File: config.mk
export PLATFORM = sky130hd
export DESIGN_NAME = hazard_scoreboard
export DESIGN_NICKNAME = d
export VERILOG_FILES = /design/src/rtl/hazard_scoreboard.sv
export SDC_FILE = /design/constraint.sdc
export NUM_CORES = 1
export LEC_CHECK = 0
export ABC_AREA = 1
export CAP_MARGIN = 20
export CORE_ASPECT_RATIO = 0.5
export CORE_MARGIN = 4
export CORE_UTILIZATION = 58
export CTS_CLUSTER_SIZE = 10
export DETAILED_ROUTE_END_ITERATION = 6
export GPL_TIMING_DRIVEN = 0
export PLACE_DENSITY = 0.92
export SETUP_SLACK_MARGIN = 0.3
export SLEW_MARGIN = 20
export SYNTH_ARGS = -nofsm -noshare
export SYNTH_HDL_FRONTEND = slang
export SYNTH_SLANG_ARGS = --single-unit
File: constraint.sdc
create_clock -name clk -period 7.4 [get_ports clk]
set_input_delay 1.48 -clock clk [delete_from_list [all_inputs] [get_ports clk]]
set_output_delay 1.48 -clock clk [all_outputs]
set_load 0.02 [all_outputs]
File: src/rtl/hazard_scoreboard.sv
// ----------------------------------------------------------------------------
// hazard_scoreboard: per-register write tracking and ID-stage stall control.
// Revision: 1.0
// ----------------------------------------------------------------------------
`default_nettype none

module hazard_scoreboard #(
  parameter int WB_LAT           = 3,
  parameter int RF_WRITE_THROUGH = 1,
  parameter int NREGS            = 32,
  parameter int STAT_W           = 16
) (
  input  logic              clk,
  input  logic              rst,
  input  logic              id_valid,
  input  logic [31:0]       id_inst,
  output logic              issue,
  output logic              stall,
  output logic              pc_write,
  output logic              ifid_write,
  output logic              idex_bubble,
  output logic [NREGS-1:0]  pending_mask,
  output logic [STAT_W-1:0] stall_count
);

  localparam int              CNT_W   = $clog2(WB_LAT + 1);
  localparam logic [CNT_W-1:0] C_LAT  = CNT_W'(WB_LAT);
  localparam logic [CNT_W-1:0] C_BUSY = CNT_W'((RF_WRITE_THROUGH != 0) ? 1 : 0);

  logic [5:0] w_op;
  logic [4:0] w_rs, w_rt, w_rd;
  logic       unused_inst_bits;

  assign w_op             = id_inst[31:26];
  assign w_rs             = id_inst[25:21];
  assign w_rt             = id_inst[20:16];
  assign w_rd             = id_inst[15:11];
  assign unused_inst_bits = ^id_inst[10:0];

  logic [CNT_W-1:0] cnt_q [NREGS];
  logic [CNT_W-1:0] cnt_d [NREGS];

  logic w_is_alu, w_writes, w_busy_rs, w_busy_rt;
  logic [NREGS-1:0] w_load;

  assign w_is_alu  = (w_op >= 6'd1) && (w_op <= 6'd4);
  assign w_writes  = w_is_alu && (w_rd != 5'd0);
  assign w_busy_rs = cnt_q[w_rs] > C_BUSY;
  assign w_busy_rt = cnt_q[w_rt] > C_BUSY;

  // Gated by rst so an asserted reset releases a held instruction immediately.
  assign stall       = ~rst & id_valid & (w_op != 6'd0) & (w_busy_rs | w_busy_rt);
  assign issue       = ~rst & id_valid & ~stall;
  assign pc_write    = ~stall;
  assign ifid_write  = ~stall;
  assign idex_bubble = stall;

  assign w_load = (issue && w_writes) ? (NREGS'(1) << w_rd) : '0;

  generate
    for (genvar gi = 0; gi < NREGS; gi++) begin : g_cnt
      // A fresh issue to rd overrides its decrement: youngest write wins.
      always_comb begin
        cnt_d[gi] = cnt_q[gi];
        if (w_load[gi]) begin
          cnt_d[gi] = C_LAT;
        end else if (cnt_q[gi] != '0) begin
          cnt_d[gi] = cnt_q[gi] - CNT_W'(1);
        end
      end

      always_ff @(posedge clk or posedge rst) begin
        if (rst) begin
          cnt_q[gi] <= '0;
        end else begin
          cnt_q[gi] <= cnt_d[gi];
        end
      end

      assign pending_mask[gi] = (cnt_q[gi] != '0);
    end
  endgenerate

  logic [STAT_W-1:0] stall_count_q, stall_count_d;

  always_comb begin
    stall_count_d = stall_count_q;
    if (stall && (stall_count_q != '1)) begin
      stall_count_d = stall_count_q + STAT_W'(1);
    end
  end

  always_ff @(posedge clk or posedge rst) begin
    if (rst) begin
      stall_count_q <= '0;
    end else begin
      stall_count_q <= stall_count_d;
    end
  end

  assign stall_count = stall_count_q;

endmodule

`default_nettype wire

==> impl_results.md <==
* Fin cells at 911
* Worst-path clk slew at 0.06 ns
* Period utilisation layout at 70.70%
* Die height at 75.00 um
* Area grow syn2layout at 22.88%
* Post-CTS Setup Inserts at 0
* Max Clock Skew at 0.006843 ns
* CTS buffer count at 9
* Hold Path Class: reg -> reg
* Slew Viols, Final at 0
* H-tree depth at 3
* Vias/cell at 5.513
* Distinct cells, synth at 27
* Grt total ovfl at 0
* Die footprint at 10650 um2
* Power, Total at 0.002604 W
* Placement row count at 24
* Slew Limit Headroom at 63.63%
* Max Cap Viol at 0
* Syn Nets at 776
* Final hold viol count at 0
* Post-DP HPWL at 10640 um
* Clock sink count at 80
* Cell Chain, Critical Path: clkdlybuf4s50_1 > inv_4 > nand2_1 > o21bai_1 > inv_2 > nand2_1 > inv_2 > buf_4 > clkdlybuf4s50_1
* CTS Hold Bufs at 0
* CTS tree: built
* Initial Util at 59.78%
* Status: completed
* WL final at 14030 um
* Final setup viols at 0
* Setup crit start kind: input pin
* CP Class: in -> out
* Max FO, Critical Path at 42
* DP Worst Slack at 2.119 ns
* Total core area at 8708 um2
* Crit path max-delay cell type: clkdlybuf4s50_1
* Dpl cells at 896
* Maximum clock frequency at 191.1 MHz
* Clk buf depth at 2
* Reg2reg setup slack at 5.22 ns
* Synthesized area at 5206 um2
* RSZ-0062 raised after global routing: no
* DRC violations left at 0
* Die X-Extent at 142.0 um
* Sum of negative setup slack at 0 ns
* Worst setup EP type: primary output
* Fin Hold WS at 0.4800 ns
* Overall routing resource usage at 27.82%
* Top Family by Delay on Critical Path: buffers and inverters
* IO Count at 88
* Clock Latency Late Sink at 0.35 ns
* Initial DRC count at 439
* PostCTS Resize Cnt at 0
* Global-route wire length before repair at 23060 um
* Drt first pass iters at 5
* Sequential area share after synthesis at 38.45%
* Initial antenna violation count at 0
* Pin count of the biggest net entering global routing at 43
* Routed Antenna Nets at 0
* Port bufs at 70
* FF+latch count, synth at 80
* Diodes inserted at 0
* Layout Nets at 858
* Syn Area/Cell at 7.353 um2
* WP data arrival at 3.75 ns
* Pwr Density at 407.1 nW/um2
* Share of cells above drive strength 1 at 5.290%
* Via count at 5022
* Worst slew pin tran at 0.5455 ns
* Slowest Stage Delay on Critical Path at 0.60 ns
* Final setup margin at 2.168 ns
* Pleak at 3.384 nW
* Root buf cell: clkbuf_16
* Number of global-route vias before repair at 4943
* Yosys warnings at 0
* Synth Instances at 708
* Crit path buffers/inverters at 6
* Max IR drop VDD at 0.1908 mV
* CP required at 5.92 ns
* Drt wl/cell at 15.40 um
* GPL Wtd Cong at 1.006
* Clock period minus worst slack at 5.232 ns
==> cells by family (layout without fill, tap and decap cells) <==
family / count (synthesis) / in the layout / synth area share, %
and+or+nand+nor: 367 / 367 / 30.55
buffers and inverters: 146 / 232 / 11.66
DFF: 80 / 80 / 38.45
xor gates and xnor gates: 46 / 46 / 7.738
AOI/OAI and AO/OA: 36 / 36 / 3.677
adders and majority gates: 33 / 33 / 7.931
==> stage by stage <==
stage	cell area, um2	util [%]
after floorplan	5206	-
after global placement	6053	69.51
after detailed placement	6076	69.77
after CTS	6397	73.46
after global routing	6397	73.46
final	6397	73.46
==> worst paths after layout <==
path                                      from             end  cells after the start
worst max-delay path                       rst           stall                      9
worst min-delay path                 cnt_q[62]       cnt_q[62]                      1
worst max register to register  stall_count[0]  stall_count[7]                      9
worst min register to register       cnt_q[62]       cnt_q[62]                      1
max in group asynchronous                  rst        cnt_q[4]                      3
min in group asynchronous                  rst  stall_count[5]                      2
==> synthesized netlist by cell type <==
| cell type | instances | share of area, % |
|---|---|---|
| nor2_1 | 22 | 1.6 |
| inv_4 | 1 | 0.12 |
| xnor2_1 | 5 | 0.84 |
| nand4_1 | 18 | 2.2 |
| buf_6 | 2 | 0.43 |
| inv_1 | 116 | 8.4 |
| buf_4 | 10 | 1.4 |
| clkbuf_1 | 3 | 0.22 |
| buf_2 | 3 | 0.29 |
| nand3_2 | 1 | 0.19 |
| nand2_1 | 213 | 15 |
| o21ai_0 | 32 | 3.1 |
| o2111ai_1 | 1 | 0.17 |
| nor4_1 | 2 | 0.24 |
| nand3b_1 | 1 | 0.14 |
| o211ai_1 | 2 | 0.29 |
| o21bai_1 | 1 | 0.14 |
| dfrtp_1 | 80 | 38 |
| ha_1 | 33 | 7.9 |
| inv_2 | 8 | 0.58 |
| nand2_4 | 1 | 0.22 |
| nor3_1 | 7 | 0.67 |
| xor2_1 | 41 | 6.9 |
| nor2_4 | 1 | 0.22 |
| nor3b_1 | 1 | 0.14 |
| nand3_1 | 100 | 9.6 |
| buf_1 | 3 | 0.22 |
==> area by class of cell <==
type	count	area, um2
inverter	125	474.2
fill	683	2311
clock buffer	12	256.5
sequential	80	2002
buffer	21	135.1
tap	117	146.4
clock inverter	3	65.06
multi-input combinational	482	2597
timing repair buffer	71	720.7
==> power breakdown <==
| group | leakage (nW) | internal (W) | switching [W] |
|---|---|---|---|
| registers | 0.960 | 0.000644 | 0.000157 |
| logic | 2.27 | 0.000560 | 0.000759 |
| clock network | 0.159 | 0.000311 | 0.000172 |
| total | 3.38 | 0.00152 | 0.00109 |
==> worst register-to-register path, cell delays in order (launching register included) <==
cell and delay [ns]:
dfrtp_1 0.46, ha_1 0.28, nand3_1 0.16, inv_2 0.10
nand3b_1 0.11, nor3b_1 0.19, nand2_1 0.22, clkbuf_1 0.31
nand4_1 0.19, nand2_1 0.06
==> routing by layer <==
layer	track usage, %	vias up	wire, um
li1	-	2392	-
met1	34.21	2368	5912
met2	47.57	230	6566
met3	8.947	32	1295
met4	9.149	0	255
met5	0	-	0
==> registers in the layout (all words and copies together), names as in the netlist <==
register	flops
stall_count	16
cnt_q	64
==> placed cells by master (no fill, tap or decap), types with 4 or more instances in the layout <==
| cell type | instances |
|---|---|
| ha_1 | 33 |
| inv_2 | 7 |
| clkbuf_1 | 4 |
| dfrtp_1 | 80 |
| nand2_1 | 213 |
| xor2_1 | 41 |
| nor2_1 | 22 |
| nor3_1 | 7 |
| clkdlybuf4s50_1 | 70 |
| o21ai_0 | 32 |
| clkbuf_16 | 9 |
| buf_4 | 10 |
| nand3_1 | 100 |
| inv_1 | 116 |
| xnor2_1 | 5 |
| nand4_1 | 18 |
Note: power is estimated with default switching activity, not from simulation.
